**src/rtl/load_store_unit.sv**
```systemverilog
// RV32I load/store unit: aligned word memory port, byte/halfword stores by
// read-modify-write, sign/zero-extended loads, fault reporting.
module load_store_unit #(
    parameter int WORDS = 64
) (
    input  logic        clk,
    input  logic        rst_n,
    input  logic        req_valid,
    output logic        req_ready,
    input  logic        req_store,
    input  logic [2:0]  req_funct3,
    input  logic [31:0] req_addr,
    input  logic [31:0] req_wdata,
    output logic        resp_done,
    output logic        resp_fault,
    output logic [31:0] resp_rdata,
    output logic [31:0] mem_addr,
    output logic [31:0] mem_wdata,
    output logic        mem_we,
    input  logic [31:0] mem_rdata
);

    typedef enum logic [2:0] {IDLE, RD, WR, RESP, ERR} state_t;

    state_t      state;
    logic        store_q;
    logic [2:0]  funct3_q;
    logic [31:0] addr_q;
    logic [31:0] wdata_q;
    logic [31:0] word_q;

    function automatic logic is_fault(input logic store, input logic [2:0] f3,
                                      input logic [31:0] addr);
        logic bad_f3;
        logic misaligned;
        if (store)
            bad_f3 = !(f3 inside {3'b000, 3'b001, 3'b010});
        else
            bad_f3 = !(f3 inside {3'b000, 3'b001, 3'b010, 3'b100, 3'b101});
        misaligned = ((f3[1:0] == 2'b01) && addr[0]) ||
                     ((f3[1:0] == 2'b10) && (addr[1:0] != 2'b00));
        return bad_f3 || misaligned || ({2'b00, addr[31:2]} >= 32'(WORDS));
    endfunction

    function automatic logic [31:0] load_extend(input logic [2:0] f3,
                                                input logic [1:0] lane,
                                                input logic [31:0] word);
        logic [7:0]  b;
        logic [15:0] h;
        logic [31:0] result;
        case (lane)
            2'd0:    b = word[7:0];
            2'd1:    b = word[15:8];
            2'd2:    b = word[23:16];
            default: b = word[31:24];
        endcase
        h = lane[1] ? word[31:16] : word[15:0];
        case (f3)
            3'b000:  result = {{24{b[7]}}, b};
            3'b001:  result = {{16{h[15]}}, h};
            3'b010:  result = word;
            3'b100:  result = {24'd0, b};
            3'b101:  result = {16'd0, h};
            default: result = 32'd0;
        endcase
        return result;
    endfunction

    // Sub-word store: replace only the addressed lane of the word just read.
    function automatic logic [31:0] store_merge(input logic [2:0] f3,
                                                input logic [1:0] lane,
                                                input logic [31:0] word,
                                                input logic [31:0] wdata);
        logic [31:0] result;
        result = word;
        if (f3[1:0] == 2'b00) begin
            case (lane)
                2'd0:    result[7:0]   = wdata[7:0];
                2'd1:    result[15:8]  = wdata[7:0];
                2'd2:    result[23:16] = wdata[7:0];
                default: result[31:24] = wdata[7:0];
            endcase
        end else if (lane[1]) begin
            result[31:16] = wdata[15:0];
        end else begin
            result[15:0] = wdata[15:0];
        end
        return result;
    endfunction

    // Outputs are registered and take their value for the state being entered.
    always_ff @(posedge clk or negedge rst_n) begin
        if (!rst_n) begin
            state      <= IDLE;
            store_q    <= 1'b0;
            funct3_q   <= 3'd0;
            addr_q     <= 32'd0;
            wdata_q    <= 32'd0;
            word_q     <= 32'd0;
            req_ready  <= 1'b1;
            resp_done  <= 1'b0;
            resp_fault <= 1'b0;
            resp_rdata <= 32'd0;
            mem_addr   <= 32'd0;
            mem_wdata  <= 32'd0;
            mem_we     <= 1'b0;
        end else begin
            req_ready  <= 1'b0;
            resp_done  <= 1'b0;
            resp_fault <= 1'b0;
            resp_rdata <= 32'd0;
            mem_addr   <= 32'd0;
            mem_wdata  <= 32'd0;
            mem_we     <= 1'b0;
            case (state)
                IDLE: begin
                    req_ready <= 1'b1;
                    if (req_valid) begin
                        req_ready <= 1'b0;
                        store_q   <= req_store;
                        funct3_q  <= req_funct3;
                        addr_q    <= req_addr;
                        wdata_q   <= req_wdata;
                        if (is_fault(req_store, req_funct3, req_addr)) begin
                            state      <= ERR;
                            resp_done  <= 1'b1;
                            resp_fault <= 1'b1;
                        end else if (req_store && req_funct3 == 3'b010) begin
                            state     <= WR;
                            mem_we    <= 1'b1;
                            mem_addr  <= {req_addr[31:2], 2'b00};
                            mem_wdata <= req_wdata;
                        end else begin
                            state    <= RD;
                            mem_addr <= {req_addr[31:2], 2'b00};
                        end
                    end
                end
                RD: begin
                    word_q <= mem_rdata;
                    if (store_q) begin
                        state     <= WR;
                        mem_we    <= 1'b1;
                        mem_addr  <= {addr_q[31:2], 2'b00};
                        mem_wdata <= store_merge(funct3_q, addr_q[1:0], mem_rdata, wdata_q);
                    end else begin
                        state      <= RESP;
                        resp_done  <= 1'b1;
                        resp_rdata <= load_extend(funct3_q, addr_q[1:0], mem_rdata);
                    end
                end
                WR: begin
                    state     <= RESP;
                    resp_done <= 1'b1;
                end
                default: begin
                    state     <= IDLE;
                    req_ready <= 1'b1;
                end
            endcase
        end
    end

endmodule
```
**config.mk**
```make
export PLATFORM = sky130hd
export DESIGN_NAME = load_store_unit
export DESIGN_NICKNAME = d
export VERILOG_FILES = /design/src/rtl/load_store_unit.sv
export SDC_FILE = /design/constraint.sdc
export NUM_CORES = 1
export LEC_CHECK = 0
export CAP_MARGIN = 0
export CORE_UTILIZATION = 42
export CTS_BUF_LIST = sky130_fd_sc_hd__clkbuf_8 sky130_fd_sc_hd__clkbuf_16
export CTS_CLUSTER_SIZE = 20
export DETAILED_ROUTE_END_ITERATION = 7
export GPL_TIMING_DRIVEN = 0
export PLACE_DENSITY = 0.76
export SETUP_SLACK_MARGIN = 0.2
export SYNTH_ARGS = -nofsm -noshare
export SYNTH_HDL_FRONTEND = slang
export SYNTH_SLANG_ARGS = --single-unit
```
**constraint.sdc**
```tcl
create_clock -name clk -period 1.9 [get_ports clk]
set_input_delay 0.57 -clock clk [delete_from_list [all_inputs] [get_ports clk]]
set_output_delay 0.57 -clock clk [all_outputs]
set_load 0.01 [all_outputs]
```
== After elaboration in Yosys (flattened, before gate mapping) ==
Cells that the tools add are included.
Storage, ports and cells
  register bits after elaboration: 155
  bits of input ports: 103
  output and inout port bits: 100
  logic and storage cells: 88
Cells by class
  $lt $le $gt $ge: 1
  equality and inequality tests: 15
  multiplexer cells: 41
  reductions and logical operators: 19
Operators by type and width (number)
  2-to-1 mux 32 bit: 10
  one-hot mux 32 bit (5 select lines): 1
  one-hot mux 32 bit (2 select lines): 2
  2-to-1 mux 16 bit: 3
  2-to-1 mux 8 bit: 4
  greater-or-equal comparator 30 x 7 -> 1 bit, second input constant: 1
  one-hot mux 8 bit (3 select lines): 1
  2-to-1 mux 1 bit: 13
  == test 3 bit, second input constant: 4
  == test 3 x 1 -> 1 bit, second input constant: 3
  == test 3 x 2 -> 1 bit, second input constant: 3
  logical NOT 3 bit: 3
  one-hot mux 3 bit (3 select lines): 1
  2-to-1 mux 3 bit: 2
  nonzero test 5 bit: 1
  == test 2 x 1 -> 1 bit, second input constant: 2
  == test 2 bit, second input constant: 2
  logical NOT 2 bit: 2
  one-hot mux 1 bit (2 select lines): 2
  logical AND 1 bit: 3
  logical OR 1 bit: 3
  one-hot mux 1 bit (3 select lines): 1
  nonzero test 3 bit: 1
  OR reduction 3 bit: 1
  other kinds (6): 7

== Depth between registers and ports, before layout ==
Gate-level depths: netlist of the first run.
  depth in word-level cells: 11
  gate-level depth with buffers: 7
  gate-level depth less buffers: 4

== Worst setup path after synthesis of the first run ==
Ideal clock, no wire load.
  kind: input to register
  start point: input req_addr[9]
  end point: register mem_wdata[8]
  setup time: 95 ps
  arrival: 2007 ps
  data required time: 1805 ps
  setup slack: -203 ps
  stages on the path: 6
  buffers on the path: 2
  cells stage by stage: nor4_1 > nand4_1 > or3_1 > clkbuf_1 > clkbuf_1 > o31ai_1
On the way
  cells in the longest elaborated chain, start to end: 5
RTL lines
  start: declaration: line 12  | input logic [31:0] req_addr,
  greater-or-equal comparator 30 x 7 -> 1 bit: line 42  | return bad_f3 || misaligned || ({2'b00, addr[31:2]} >= 32'(WORDS));
  logical OR 1 bit: line 42
  2-to-1 mux 32 bit: line 124  | if (is_fault(req_store, req_funct3, req_addr)) begin
  2-to-1 mux 32 bit: line 118  | if (req_valid) begin
  one-hot mux 32 bit (2 select lines): line 115  | case (state)
  end signal: assignment: line 132  | mem_wdata <= req_wdata;
  end signal: assignment: line 145  | mem_wdata <= store_merge(funct3_q, addr_q[1:0], mem_rdata, wdata_q);
  end: declaration: line 18  | output logic [31:0] mem_wdata,
No other way between the ends.
A chain may end at the register's enable or synchronous reset.

== Final worst setup path of the first run ==
  start point: register state[1]
  end point: register mem_wdata[17]
On the way
  cells in the longest elaborated chain, start to end: 2
  elaborated cells between the ends (all ways): 3
  those cells by class: eq/ne: 1; mux: 1; reduce/logical: 1
RTL lines
  start: declaration: line 25  | state_t state;
  start signal: assignment: line 94  | state <= IDLE;
  start signal: assignment: line 125  | state <= ERR;
  start signal: assignment: line 129  | state <= WR;
  == test 3 x 1 -> 1 bit / logical NOT 3 bit (equally long branches): line 115
  one-hot mux 32 bit (2 select lines) (*): line 115
Mark *: on every way between the ends. The rest lies on a longest branch, timed or not.

==> impl_metrics.yaml, run 1 <==
sta:
  min_period_ps: 2110
  report.final.hold_viol_count: 0
  worst_pin_slew_ps: 588
  maxSlewHeadroom: 0.606
  clock.fmax_ghz: 0.473
  rsz0062_at_grt: "true"
  period_share: 1.11
  holdWs_ps: 95.3
  setup_viol: 24
  clock_skew_ps: 5.99
  final_max_slew_viol_count: 0
  setup_ws_ps: -213
grt:
  grt_max_degree: 97
  grt_use_total: 0.273
  grt_pass1_wl_mm: 33.0
  grt_pass1_vias: 5953
  antenna_found_initial: 1
  grt_remaining_overflow: 0
place:
  gp_congestion: 0.882
  io_buffers: 200
  dpl.hpwl_mm: 14.7
  place_area_um2: 8940
  dpl_worst_slack_ps: -1040
worst_setup_path:
  crit_arrival_ps: 2470
  cpMostUsedCell: "buf_6"
  cp_top_family: "simple AND/OR/NAND/NOR gates"
  timing.rr.start: "state[1]$_DFFE_PN0P_"
  crit_chain: "buf_6 -> or4b_4 -> buf_8 -> or2_4 -> nor4_4 -> buf_6 -> buf_12 -> buf_16 -> o2bb2ai_2"
  crit_buf_inv: 5
  critPathRequiredTime_ps: 2260
  path_class: "reg -> reg"
  crit_fanout: 5
  start_kind: "flip-flop"
  reg2reg_slack_ps: -210
  r2r_cells: 9
  critical_path.slowest_cell: "or4b_4"
  cp-end-kind: "flip-flop"
  reg2reg_to: "mem_wdata[17]$_DFF_PN0_"
  slowest_delay_ps: 510
  crit_start: "state[1]$_DFFE_PN0P_"
die:
  die_w_um: 127
  start_util: 0.431
  boundaryPins: 203
  core-area_um2: 15300
  die_area_um2: 16200
  fp.dieH_um: 127
  row_count: 45
detailed_routing:
  wl_mm: 22.2
  ant_nets: 0
  drc: 0
  dr.pass1.iters: 5
  vias_per_cell: 5.43
  vias: 6122
  drt_iter0_drc: 448
  wire_per_inst_um: 19.7
finish:
  nets: 1007
  drive_gt1_frac: 0.285
  area_growth_pct: 63.3
  finalInstanceArea_um2: 10700
  antennaDiodeCount: 0
logic_synthesis:
  synth_top_area_frac: 0.578
  synth_edf_count: 0
  ys.flop_type: "dfrtp_1"
  yosys.area.top_type: "dfrtp_1"
  netlist_top_cells_area: "dfrtp_1, nand2_1, a21oi_1"
  synth_warnings: 0
  syn_inst: 642
  syn_avg_cell_area_um2: 10.2
  syn-cell-area_um2: 6580
  synth.yosys.seq_area_share: 0.582
  ys_types: 50
  ys_async_sr_fraction: 1.00
  ys_ff_latch: 153
outcome:
  status: "complete, but fails checks"
  violations: "negative setup slack"
job:
  maxCapViolCount: 0
power:
  p_leak_uw: 0.00540
  p_per_area_nw_per_um2: 803
  power_uw: 8630
  vdd_drop_max_mv: 0.682
clocking:
  clockBufferDepth: 2
  cts-root-buf: "clkbuf_16"
  cts_tree: "done"
  numCtsBuffers: 17
  clock_latency_ps: 430
  htree_levels: 4
  path_clk_slew_ps: 60
  hold_buffers: 0
  clkSinkCount: 153
hold_path:
  hp-class: "in -> async"
## cell usage in the layout, fill, tap and decap left out, types with 7 or more instances in the layout
| master | instances |
|---|---|
| and2_1 | 25 |
| nand2_2 | 16 |
| buf_8 | 10 |
| buf_12 | 7 |
| dlygate4sd2_1 | 108 |
| o21ai_0 | 15 |
| o221ai_2 | 7 |
| dfrtp_1 | 152 |
| o2bb2ai_2 | 16 |
| o21ai_1 | 9 |
| clkbuf_4 | 7 |
| clkdlybuf4s50_1 | 66 |
| buf_6 | 14 |
| mux2i_1 | 16 |
| nor2_1 | 9 |
| clkbuf_16 | 27 |
| buf_4 | 26 |
| a22oi_1 | 14 |
| a21oi_1 | 16 |
| buf_2 | 17 |
| clkbuf_2 | 12 |
| a21oi_2 | 17 |
| clkbuf_8 | 10 |
| nor2b_1 | 17 |
| nand2_1 | 162 |
## worst max path at each step
stage / to / slack [ps] / depth (start not counted)
2_1_floorplan: mem_wdata[15]$_DFF_PN0_ / -130 / 6
3_3_place_gp: mem_addr[2]$_DFF_PN0_ / -5860 / 1
3_5_place_dp: mem_wdata[0]$_DFF_PN0_ / -1040 / 7
4_1_cts: mem_wdata[29]$_DFF_PN0_ / -320 / 9
5_1_grt: mem_wdata[16]$_DFF_PN0_ / -270 / 9
6_report: mem_wdata[17]$_DFF_PN0_ / -210 / 9
## flip-flops by register name, indices dropped and copies added, names as in the netlist
signal      flops
store_q         1
wdata_q        16
funct3_q        3
resp_fault      1
req_ready       1
mem_we          1
state           3
resp_done       1
addr_q         32
resp_rdata     32
mem_wdata      32
mem_addr       30
## power by group
part	leakage (µW)	internal [µW]	switching, µW
Sequential	0.00204	3410	117
Combinational	0.00305	710	870
Clock	0.000305	2160	1360
Total	0.00540	6280	2350
## metrics by stage
step / cells / setup TNS, ps / util
global route: 1128 / -5310 / 0.704
floorplan: 643 / -2910 / -
global placement: 1054 / -975010 / 0.584
detailed placement: 1055 / -83490 / 0.586
CTS: 1110 / -6370 / 0.669
finish: 1128 / -4000 / 0.704
## cell usage after synthesis (5+ instances only)
| master | count |
|---|---|
| a21o_1 | 5 |
| a21oi_1 | 35 |
| a22oi_1 | 16 |
| and2_1 | 25 |
| clkbuf_1 | 40 |
| dfrtp_1 | 152 |
| mux2_2 | 8 |
| mux2i_1 | 16 |
| nand2_1 | 179 |
| nor2_1 | 13 |
| nor2b_1 | 17 |
| nor4_1 | 6 |
| o21ai_0 | 30 |
| o221ai_1 | 7 |
| o2bb2ai_1 | 17 |
| o311ai_0 | 6 |
| o31ai_1 | 9 |
| o32a_1 | 6 |
## logic make-up after synthesis
group                  count (synthesis)  share of synthesized area
other                                  1                   0.000570
and+or+nand+nor                      263                      0.183
AOI/OAI and AO/OA                    148                      0.157
buffers and inverters                 52                     0.0354
DFF                                  153                      0.582
muxes                                 25                     0.0415
## repair_timing
item                                    CTS  global route
pin swaps                                26            26
setup buffers                            20            11
resized for setup                       335           121
endpoints found under the setup margin  250           142
gates cloned                              3             7
## worst reg2reg max path, delay by kind of cell, from the launching register on
family / cells / cell delay (ps)
AO/OA/AOI/OAI: 1 / 100
buffers and inverters: 5 / 660
flip-flops: 1 / 380
AND/OR/NAND/NOR: 3 / 910
## layout make-up
| cell class | instances | area (µm²) |
|---|---|---|
| fill | 1143 | 4520 |
| sequential | 153 | 3830 |
| multi-input combinational | 438 | 3120 |
| timing repair buffer | 242 | 2340 |
| buffer | 48 | 553 |
| clock buffer | 20 | 467 |
| tap | 211 | 264 |
| clock inverter | 12 | 149 |
| inverter | 4 | 20.0 |
## per-layer routing
| metal | up-vias | part of all wire | track usage | wire length, µm |
|---|---|---|---|---|
| li1 | 2754 | - | - | - |
| met1 | 3018 | 0.40 | 0.340 | 8950 |
| met2 | 291 | 0.49 | 0.449 | 10900 |
| met3 | 57 | 0.072 | 0.0657 | 1600 |
| met4 | 2 | 0.034 | 0.132 | 756 |
| met5 | - | 0.00049 | 0 | 11 |
No activity file was read; power rests on OpenSTA's default activity.
==> inputs of run 2 (changes only) <==
CAP_MARGIN = 20   (was 0)
==> impl_metrics.yaml, run 2 (synthesized netlist as in run 1, its figures left out) <==
sta:
  period_share: 1.11
  clock_skew_ps: 5.99
  setup_viol: 24
  rsz0062_at_grt: "true"
  final_max_slew_viol_count: 0
  worst_pin_slew_ps: 588
  clock.fmax_ghz: 0.473
  tns_ps: -4000
  setup_ws_ps: -213
  holdWs_ps: 95.3
  maxSlewHeadroom: 0.606
  report.final.hold_viol_count: 0
  min_period_ps: 2110
finish:
  top_regs: "addr_q (32), mem_wdata (32), resp_rdata (32)"
  layout_common_cells: "nand2_1, dfrtp_1, dlygate4sd2_1"
  final_common_cell: "nand2_1"
  finalInstanceArea_um2: 10700
  multi_input_area_um2: 3120
  nets: 1007
  n_fill_cell: 1143
  final-seq-area_um2: 3830
  drive_gt1_frac: 0.285
  area_growth_pct: 63.3
  antennaDiodeCount: 0
place:
  dpl.hpwl_mm: 14.7
  dpl_worst_slack_ps: -1040
  io_buffers: 200
  place_area_um2: 8940
  gp_congestion: 0.882
grt:
  grt_pass1_wl_mm: 33.0
  grt_use_total: 0.273
  antenna_found_initial: 1
  grt_remaining_overflow: 0
  grt_pass1_vias: 5953
  grt_max_degree: 97
worst_setup_path:
  cp-end-kind: "flip-flop"
  crit_arrival_ps: 2470
  critPathRequiredTime_ps: 2260
  start_kind: "flip-flop"
  slowest_delay_ps: 510
  cpMostUsedCell: "buf_6"
  crit_fanout: 5
  path_class: "reg -> reg"
  critical_path.slowest_cell: "or4b_4"
  r2r_cells: 9
  cp.depth: 9
  cp_top_family: "simple AND/OR/NAND/NOR gates"
  crit_chain: "buf_6 -> or4b_4 -> buf_8 -> or2_4 -> nor4_4 -> buf_6 -> buf_12 -> buf_16 -> o2bb2ai_2"
  crit_buf_inv: 5
detailed_routing:
  ant_nets: 0
  wl_mm: 22.2
  wire_per_inst_um: 19.7
  vias: 6122
  vias_per_cell: 5.43
  drc: 0
  drt_iter0_drc: 448
  dr.pass1.iters: 5
die:
  die_w_um: 127
  row_count: 45
  start_util: 0.431
  boundaryPins: 203
  die_area_um2: 16200
  fp.dieH_um: 127
  core-area_um2: 15300
job:
  maxCapViolCount: 0
clocking:
  cts_tree: "done"
  path_clk_slew_ps: 60
  clock_latency_ps: 430
  clkSinkCount: 153
  htree_levels: 4
  hold_buffers: 0
  clockBufferDepth: 2
  cts-root-buf: "clkbuf_16"
  numCtsBuffers: 17
power:
  vdd_drop_max_mv: 0.682
  p_switching_uw: 2350
  p_per_area_nw_per_um2: 803
  clkPwrFrac: 0.408
  p_sw_frac: 0.272
  p_int_uw: 6280
  combPwrFrac: 0.183
  p_seq_frac: 0.409
  p_leak_uw: 0.00540
outcome:
  status: "complete, but fails checks"
  violations: "negative setup slack"
hold_path:
  hp-class: "in -> async"
[run 2: cell counts in the layout (fill, tap and decap cells not counted)]
No cell type changed its count.
[run 2: cell type report]
class,count,share of cell area
Timing Repair Buffer,242,0.218
Multi-Input combinational cell,438,0.290
Buffer,48,0.0515
Tap cell,211,0.0246
Inverter,4,0.00186
Sequential cell,153,0.357
Clock inverter,12,0.0139
Clock buffer,20,0.0434
[run 2: worst reg2reg max path: cells and delay by family (launching register included)]
kind / cells / cell delay, ps
AND/OR/NAND/NOR: 3 / 910
AO/OA/AOI/OAI: 1 / 100
buffers and inverters: 5 / 660
flip-flops: 1 / 380
[run 2: path summary, 6_finish.rpt]
path | slack (ps) | from | endpoint
setup / recovery | -210 | state[1]$_DFFE_PN0P_ | mem_wdata[17]$_DFF_PN0_
hold / removal | 100 | rst_n | mem_wdata[20]$_DFF_PN0_
setup reg to reg | -210 | state[1]$_DFFE_PN0P_ | mem_wdata[17]$_DFF_PN0_
hold reg to reg | 470 | addr_q[15]$_DFFE_PN0P_ | addr_q[15]$_DFFE_PN0P_
max in group asynchronous | 950 | rst_n | req_ready$_DFF_PN1_
min in group clk | 330 | req_addr[14] | addr_q[14]$_DFFE_PN0P_
[run 2: through the flow]
step | power, µW | cells | util
after floorplan | 4190 | 643 | -
after global placement | 4740 | 1054 | 0.584
after detailed placement | 4760 | 1055 | 0.586
after CTS | 8410 | 1110 | 0.669
after global routing | 8930 | 1128 | 0.704
final | 8630 | 1128 | 0.704
[run 2: power by group through the flow]
stage,sequential (µW),clock (µW),combinational (µW)
final,3530,3520,1580
after global routing,3540,3700,1690
after CTS,3510,3540,1360
after detailed placement,3560,0,1200
after global placement,3560,0,1180
after floorplan,3540,0,655
[run 2: per-layer routing]
| layer | vias to the layer above | GRT usage | routed length [µm] |
|---|---|---|---|
| met5 | - | 0 | 11 |
| met1 | 3018 | 0.340 | 8950 |
| met2 | 291 | 0.449 | 10900 |
| met4 | 2 | 0.132 | 756 |
| li1 | 2754 | - | - |
| met3 | 57 | 0.0657 | 1600 |
[run 2: what timing repair did]
action,4_1_cts,5_1_grt
cloned,3,7
setup endpoints to repair,250,142
hold endpoints to repair,0,0
buffers inserted,20,11
pin swaps,26,26
gates resized for setup,335,121
